--- config.mk ---
export PLATFORM = sky130hd
export DESIGN_NAME = seven_segment_reader
export DESIGN_NICKNAME = d
export VERILOG_FILES = /design/src/rtl/seven_segment_reader.sv
export SDC_FILE = /design/constraint.sdc
export NUM_CORES = 1
export LEC_CHECK = 0
export CORE_MARGIN = 2
export CORE_UTILIZATION = 55
export CTS_CLUSTER_SIZE = 30
export DETAILED_ROUTE_END_ITERATION = 10
export GPL_TIMING_DRIVEN = 0
export HOLD_SLACK_MARGIN = 0.1
export PLACE_DENSITY = 0.88
export SLEW_MARGIN = 10
export SYNTH_ARGS = -nofsm -noshare
export SYNTH_HDL_FRONTEND = slang
export SYNTH_SLANG_ARGS = --single-unit
export TNS_END_PERCENT = 30
--- constraint.sdc ---
create_clock -name clk -period 3.4 [get_ports clk]
set_input_delay 0.51 -clock clk [delete_from_list [all_inputs] [get_ports clk]]
set_output_delay 0.51 -clock clk [all_outputs]
set_load 0.02 [all_outputs]
--- src/rtl/seven_segment_reader.sv ---
// seven_segment_reader: receive side of a multiplexed active-low seven-segment
// display. Synchronises the segment and anode lines, waits for each digit to
// hold steady, decodes it back to a nibble, and presents a full frame of
// NUM_DIGITS values on a valid/ready handshake.
//
// Handshake: frame_valid is asserted while frame_data/frame_err hold an
// unconsumed frame; a transfer happens on a clock edge where frame_valid and
// frame_ready are both high. frame_ready has no effect while frame_valid is low.
module seven_segment_reader #(
  parameter int NUM_DIGITS    = 4,
  parameter int STABLE_CYCLES = 4
) (
  input  logic                    clk,
  input  logic                    rst_n,
  input  logic [6:0]              seg_in,
  input  logic [NUM_DIGITS-1:0]   an_in,
  output logic [4*NUM_DIGITS-1:0] frame_data,
  output logic [NUM_DIGITS-1:0]   frame_err,
  output logic                    frame_valid,
  input  logic                    frame_ready,
  output logic                    overrun
);

  // Counter only needs to reach STABLE_CYCLES-1.
  localparam int CW = $clog2(STABLE_CYCLES);
  localparam logic [CW-1:0] CNT_MAX  = CW'(STABLE_CYCLES - 1);
  localparam logic [CW-1:0] CNT_FIRE = CW'(STABLE_CYCLES - 2);

  typedef enum logic {
    COLLECT = 1'b0,
    PRESENT = 1'b1
  } state_t;

  // Synchronisers and previous-sample registers.
  logic [6:0]            seg_s1, seg_s2, seg_prev;
  logic [NUM_DIGITS-1:0] an_s1, an_s2, an_prev;

  // Stability tracking.
  logic [CW-1:0]         cnt_q;
  logic [NUM_DIGITS-1:0] sel;
  logic                  legal;
  logic                  same;
  logic                  capture;
  logic [4:0]            dec;

  // Slot storage and frame assembly.
  logic [3:0]              slot_val_q [NUM_DIGITS];
  logic [3:0]              slot_val_n [NUM_DIGITS];
  logic [NUM_DIGITS-1:0]   slot_err_q, slot_err_n;
  logic [NUM_DIGITS-1:0]   seen_q, seen_n;
  logic                    complete;
  logic [4*NUM_DIGITS-1:0] frame_data_n;

  // FSM.
  state_t state_q, state_n;
  logic   load_frame;
  logic   set_overrun;

  // Decode an active-low pattern into {err, value}; blank is F without error.
  function automatic logic [4:0] decode_seg(input logic [6:0] s);
    case (s)
      7'b1000000: return 5'h00;
      7'b1111001: return 5'h01;
      7'b0100100: return 5'h02;
      7'b0110000: return 5'h03;
      7'b0011001: return 5'h04;
      7'b0010010: return 5'h05;
      7'b0000010: return 5'h06;
      7'b1111000: return 5'h07;
      7'b0000000: return 5'h08;
      7'b0010000: return 5'h09;
      7'b1111111: return 5'h0F;
      default:    return 5'h1E;
    endcase
  endfunction

  // Two-flop synchronisers plus a copy of the last synced sample for change detection.
  always_ff @(posedge clk or negedge rst_n) begin
    if (!rst_n) begin
      seg_s1   <= '0;
      seg_s2   <= '0;
      seg_prev <= '0;
      an_s1    <= '0;
      an_s2    <= '0;
      an_prev  <= '0;
    end else begin
      seg_s1   <= seg_in;
      seg_s2   <= seg_s1;
      seg_prev <= seg_s2;
      an_s1    <= an_in;
      an_s2    <= an_s1;
      an_prev  <= an_s2;
    end
  end

  // Anode legality (exactly one low), sample equality and capture strobe.
  always_comb begin
    sel     = ~an_s2;
    legal   = (sel != '0) && ((sel & (sel - NUM_DIGITS'(1))) == '0);
    same    = (seg_s2 == seg_prev) && (an_s2 == an_prev);
    capture = legal && same && (cnt_q == CNT_FIRE);
    dec     = decode_seg(seg_s2);
  end

  // Saturating stability counter; any change or illegal anode restarts it.
  always_ff @(posedge clk or negedge rst_n) begin
    if (!rst_n) begin
      cnt_q <= '0;
    end else if (!legal || !same) begin
      cnt_q <= '0;
    end else if (cnt_q != CNT_MAX) begin
      cnt_q <= cnt_q + CW'(1);
    end
  end

  // Next slot contents and seen mask, including this cycle's capture so a
  // frame completing now is copied out with its final digit.
  always_comb begin
    slot_err_n = slot_err_q;
    seen_n     = seen_q;
    for (int i = 0; i < NUM_DIGITS; i++) begin
      slot_val_n[i] = slot_val_q[i];
      if (capture && sel[i]) begin
        slot_val_n[i] = dec[3:0];
        slot_err_n[i] = dec[4];
        seen_n[i]     = 1'b1;
      end
    end
    complete     = &seen_n;
    frame_data_n = '0;
    for (int i = 0; i < NUM_DIGITS; i++) begin
      frame_data_n[4*i +: 4] = slot_val_n[i];
    end
  end

  // Slot storage and seen mask; a completed frame always clears seen.
  always_ff @(posedge clk or negedge rst_n) begin
    if (!rst_n) begin
      for (int i = 0; i < NUM_DIGITS; i++) begin
        slot_val_q[i] <= '0;
      end
      slot_err_q <= '0;
      seen_q     <= '0;
    end else begin
      for (int i = 0; i < NUM_DIGITS; i++) begin
        slot_val_q[i] <= slot_val_n[i];
      end
      slot_err_q <= slot_err_n;
      seen_q     <= complete ? '0 : seen_n;
    end
  end

  // FSM state register.
  always_ff @(posedge clk or negedge rst_n) begin
    if (!rst_n) begin
      state_q <= COLLECT;
    end else begin
      state_q <= state_n;
    end
  end

  // FSM next state: a frame completing alongside a consume keeps us in PRESENT.
  always_comb begin
    state_n = state_q;
    case (state_q)
      COLLECT: if (complete) state_n = PRESENT;
      PRESENT: if (frame_ready && !complete) state_n = COLLECT;
      default: state_n = COLLECT;
    endcase
  end

  // FSM control outputs: load a new frame or flag an overrun.
  always_comb begin
    load_frame  = 1'b0;
    set_overrun = 1'b0;
    case (state_q)
      COLLECT: load_frame = complete;
      PRESENT: begin
        load_frame  = complete && frame_ready;
        set_overrun = complete && !frame_ready;
      end
      default: ;
    endcase
  end

  // Output frame registers and sticky overrun flag.
  always_ff @(posedge clk or negedge rst_n) begin
    if (!rst_n) begin
      frame_data <= '0;
      frame_err  <= '0;
      overrun    <= 1'b0;
    end else begin
      if (load_frame) begin
        frame_data <= frame_data_n;
        frame_err  <= slot_err_n;
      end
      if (set_overrun) begin
        overrun <= 1'b1;
      end
    end
  end

  assign frame_valid = (state_q == PRESENT);

endmodule
Word level (Yosys, flattened, before mapping)
Cells that the tools add are included.
- multiplexer cells: 21
- bitwise logic cells: 3
- add/sub/neg operators: 2
- equality and inequality tests: 14
- reductions and logical operators: 21
- operator list (kind ; count):
    $pmux 5 s11 ; 1
    $eq 7x7->1 const B ; 4
    $eq 7x5->1 const B ; 3
    $mux 4 ; 5
    $eq 7x6->1 const B ; 2
    $logic_and 1x1->1 ; 11
    $mux 1 ; 11
    $eq 7x2->1 const B ; 1
    $eq 7x7->1 ; 1
    $logic_not 7->1 ; 1
    $and 4x4->4 ; 1
    $eq 4x4->1 ; 1
    $logic_not 1->1 ; 4
    $logic_not 4->1 ; 1
    $mux 2 ; 2
    $not 4->4 ; 1
    $pmux 1 s2 ; 2
    $reduce_and 4->1 ; 1
    $reduce_bool 4->1 ; 1
    $sub 4x1->4 const B ; 1
    $add 2x1->2 const B ; 1
    $eq 2x2->1 const B ; 1
    $ne 2x2->1 const B ; 1
    $reduce_bool 2->1 ; 1
    other kinds (2) ; 2
- word-level logic and storage cells: 78
- register bits after elaboration: 81

Logic depth before layout (Yosys ltp)
- depth in word-level cells: 14
- depth in mapped cells: 10
- mapped depth without buffers: 7

Least setup slack after synthesis
No wires, ideal clock.
- path kind: reg-to-reg
- start point: register seg_s2[4]
- end point: register frame_data[0]
- cell stages (with the launch flop): 11
- setup slack: 0.839 ns
- setup time: 0.125 ns
- data arrival time: 2.436 ns
- data required time: 3.275 ns
- cells stage by stage: dfrtp_1 buf_2 xnor2_1 nand4_1 nor4_4 a31oi_1 or4_1 buf_2 nand2b_4 buf_6 mux2_4
- cells in the longest elaborated chain, start to end: 9
- ends and longest elaborated chain (element ; RTL line ; source):
    from (decl) ; 35 ; logic [6:0] seg_s1, seg_s2, seg_prev;
    from (signal assigned) ; 88 ; seg_s2 <= seg_s1;
    $eq 7x7->1 ; 100 ; same = (seg_s2 == seg_prev) && (an_s2 == an_prev);
    $logic_and 1x1->1 ; 100 ;
    $logic_and 1x1->1 (2 in series) ; 101 ; capture = legal && same && (cnt_q == CNT_FIRE);
    $logic_and 1x1->1 ; 123 ; if (capture && sel[i]) begin
    $mux 1 ; 123 ;
    $reduce_and 4->1 ; 129 ; complete = &seen_n;
    $logic_and 1x1->1 ; 179 ; load_frame = complete && frame_ready;
    $pmux 1 s2 ; 176 ; case (state_q)
    to (signal assigned) ; 194 ; frame_data <= frame_data_n;
    to (decl) ; 17 ; output logic [4*NUM_DIGITS-1:0] frame_data,
Several ways; a longest one is shown, not always the timed one.
A chain may end at the register's enable or synchronous reset.

Worst setup path in the final report
- start point: register seg_s2[0]
- end point: register frame_err[3]
- cells in the longest elaborated chain, start to end: 9
- ends and longest elaborated chain (element ; RTL line ; source):
    $eq 7x7->1 ; 100 ;
    $logic_and 1x1->1 ; 100 ;
    $logic_and 1x1->1 (2 in series) ; 101 ;
    $logic_and 1x1->1 ; 123 ;
    $mux 1 ; 123 ;
    $reduce_and 4->1 ; 129 ;
    $logic_and 1x1->1 ; 179 ;
    $pmux 1 s2 ; 176 ;
    to (signal assigned) ; 195 ; frame_err <= slot_err_n;
    to (decl) ; 18 ; output logic [NUM_DIGITS-1:0] frame_err,
Several ways; a longest one is shown, not always the timed one.

==> results.py <==
metrics = {
    "grt": {
        "overflow": 0,
        "grt_max_degree": 57,
        "antenna_found_initial": 0,
        "track_usage_pct": 19.25,
        "first_global_vias": 1945,
        "grt_pass1_wl_um": 9308,
    },
    "cts": {
        "cts_resized": 0,
        "cts_buffers": 9,
        "insertion_delay_ns": 0.35,
        "post_cts_buffers": 0,
        "cts_max_level": 3,
        "clk_path_buf_depth": 2,
        "tritoncts": "done",
        "clock-sinks": 81,
        "clk_pin_slew_ns": 0.08,
        "cts-root-buf": "clkbuf_8",
    },
    "floorplan": {
        "io_pins": 36,
        "dieArea_um2": 6464,
        "core_area_um2": 5574,
        "start_util_pct": 57.60,
        "die_w_um": 80.40,
        "placementRows": 27,
        "die_y_um": 80.40,
    },
    "worst_setup_path": {
        "timing.critical_path.from": "seg_s2[0]$_DFF_PN0_",
        "rr_startpoint": "seg_s2[0]$_DFF_PN0_",
        "crit_type": "reg2reg",
        "cp_data_required_time_ns": 3.63,
        "r2r_cells": 9,
        "cp-end-kind": "flop",
        "crit_arrival_ns": 3.12,
        "critPathMaxFanout": 10,
        "start_kind": "flop",
    },
    "worst_hold_path": {
        "hp-start": "an_s1[1]$_DFF_PN0_",
        "min_path_cells": 0,
        "hp-class": "reg2reg",
    },
    "synthesis": {
        "async_flop_share_pct": 100.0,
        "synth_area_leaders": "dfrtp_1 (63%), mux2_4 (9.4%), mux2_2 (7.0%)",
        "syn_inst": 220,
        "synth_seq_cells": 81,
        "syn_area_per_cell_um2": 14.59,
        "syn_area_um2": 3211,
        "synth-seq-area-share_pct": 63.13,
        "synth_edf_count": 0,
        "synth_top_area_share_pct": 63.13,
        "yosysUniqueCellTypes": 40,
        "synth_warnings": 0,
        "synth_area_leader_cell": "dfrtp_1",
        "synth_ff_type": "dfrtp_1",
        "synth_nets": 236,
    },
    "final_layout": {
        "fin_area_um2": 3881,
        "final_cell_mix": "dfrtp_1 (81), clkdlybuf4s50_1 (34), mux2_2 (20), mux2_4 (20), nor2_1 (12)",
        "layout_commonest_cell": "dfrtp_1",
        "post_route_cells_drive_above_1_share_pct": 24.54,
        "diodes": 0,
        "final_net_count": 284,
        "stdcell_count": 345,
        "area_growth_pct": 20.89,
    },
    "drt": {
        "wl_per_cell_um": 15.75,
        "final_antenna_net_count": 0,
        "viasPerCell": 5.438,
        "vias": 1876,
        "drt_wl_total_um": 5434,
        "first_pass_iters": 5,
        "first_iter_violations": 110,
        "drc": 0,
    },
    "power_and_ir_drop": {
        "powerDensity_nw_per_um2": 457.8,
        "leakagePower_uw": 0.001850,
        "vdd_drop_max_uv": 369.5,
    },
    "sta": {
        "worstMarginPinSlew_ns": 0.4614,
        "relSlewSlack_pct": 69.12,
        "min_period_ns": 2.882,
        "rsz0062_at_grt": "false",
        "hold_ws_ns": 0.3519,
        "skew_ns": 0.009921,
        "max_freq_ghz": 0.3470,
        "setup_viol": 0,
        "slew_violations": 0,
        "fin_crit_sh_pct": 84.76,
        "final_hold_viol_count": 0,
    },
    "placed_design": {
        "place_hpwl_um": 3657,
        "dp.cells": 328,
        "port_buffers": 35,
        "gp_congestion": 0.8645,
        "placed_cell_area_um2": 3676,
    },
    "flow_run": {
        "maxCapViolCount": 0,
    },
    "run_status": {
        "status": "finished, final reports clean",
    },
}
==> power breakdown <==
| part | leakage (µW) | internal [µW] | switching, µW |
|---|---|---|---|
| combinational | 0.000701 | 38.4 | 49.4 |
| sequential | 0.00106 | 982 | 15.7 |
| clock | 0.0000929 | 342 | 349 |
| total | 0.00185 | 1360 | 415 |
==> worst paths after layout <==
check	to	slack [ns]
worst min register to register	an_s2[1]$_DFF_PN0_	0.35
worst max-delay path	frame_err[3]$_DFFE_PN0P_	0.52
worst max register to register	frame_err[3]$_DFFE_PN0P_	0.52
worst min-delay path	an_s2[1]$_DFF_PN0_	0.35
min in group asynchronous	seg_s1[2]$_DFF_PN0_	0.61
max in group asynchronous	frame_err[1]$_DFFE_PN0P_	2.22
==> critical path, stage by stage (launching register included) <==
cell,delay (ns)
dfrtp_1,0.48
xnor2_1,0.24
nand4_1,0.17
nor4_4,0.38
a31oi_1,0.18
or4_1,0.52
buf_2,0.17
nand2b_4,0.16
buf_6,0.16
mux2_4,0.30
==> state kept, by name, summed over array words and instances, names as in the netlist, 4 cells and up <==
name	count
seg_prev	7
seg_s1	7
seg_s2	7
frame_data	16
slot_val_q	16
frame_err	4
seen_q	4
an_s2	4
slot_err_q	4
an_prev	4
an_s1	4
==> timing repair <==
action	4_1_cts	5_1_grt
hold buffers	1	0
endpoints found under the setup margin	0	0
hold endpoints to repair	25	0
==> kinds of logic after synthesis <==
| logic type | share of synthesized area [%] |
|---|---|
| xor+xnor | 3.546 |
| mux | 16.37 |
| compound gates | 4.209 |
| flops | 63.13 |
| fa+ha+maj | 0.7793 |
| simple gates | 9.509 |
| buf+inv | 2.455 |
==> layer usage <==
layer  vias up  global-route usage (%)  wire length [µm]
li1        871                       -                 -
met1       947                   25.21              2461
met2        45                   30.17              2678
met3        13                   5.955               197
met4         0                   7.458                97
met5         -                       0                 0
==> synth_stat cells, types with 2 or more instances <==
master and n:
xnor2_1 11, nor2b_1 3, buf_2 3, a221o_1 2, nand3_1 2, inv_1 7, a21oi_1 5, dfrtp_1 81
buf_6 2, o22a_1 2, nand2_1 5, or4_1 2, mux2_2 20, nor3_1 3, o21ai_0 3, nor2_1 12
nand4_1 5, mux2_4 20, ha_1 2, clkbuf_1 2, xor2_1 2, a31oi_1 5, or3_1 3, or3b_2 2
==> through the flow <==
stage | utilization [%] | total power (µW) | setup TNS [ns] | worst slack [ns]
3_5_place_dp | 65.95 | 1104 | 0 | 0.5707
2_1_floorplan | - | 1054 | 0 | 0.8388
6_report | 69.63 | 1777 | 0 | 0.5183
5_1_grt | 69.63 | 1846 | 0 | 0.2762
3_3_place_gp | 65.50 | 1095 | -63.20 | -0.7832
4_1_cts | 69.63 | 1792 | 0 | 0.5143
==> area by class of cell <==
type,instances,area [µm²]
Buffer,8,52.55
Clock buffer,10,127.6
Clock inverter,6,67.56
Fill cell,371,1693
Inverter,7,26.28
Multi-Input combinational cell,124,1105
Sequential cell,81,2027
Tap cell,72,90.09
Timing Repair Buffer,37,385.4
No activity file was read; power rests on OpenSTA's default activity.
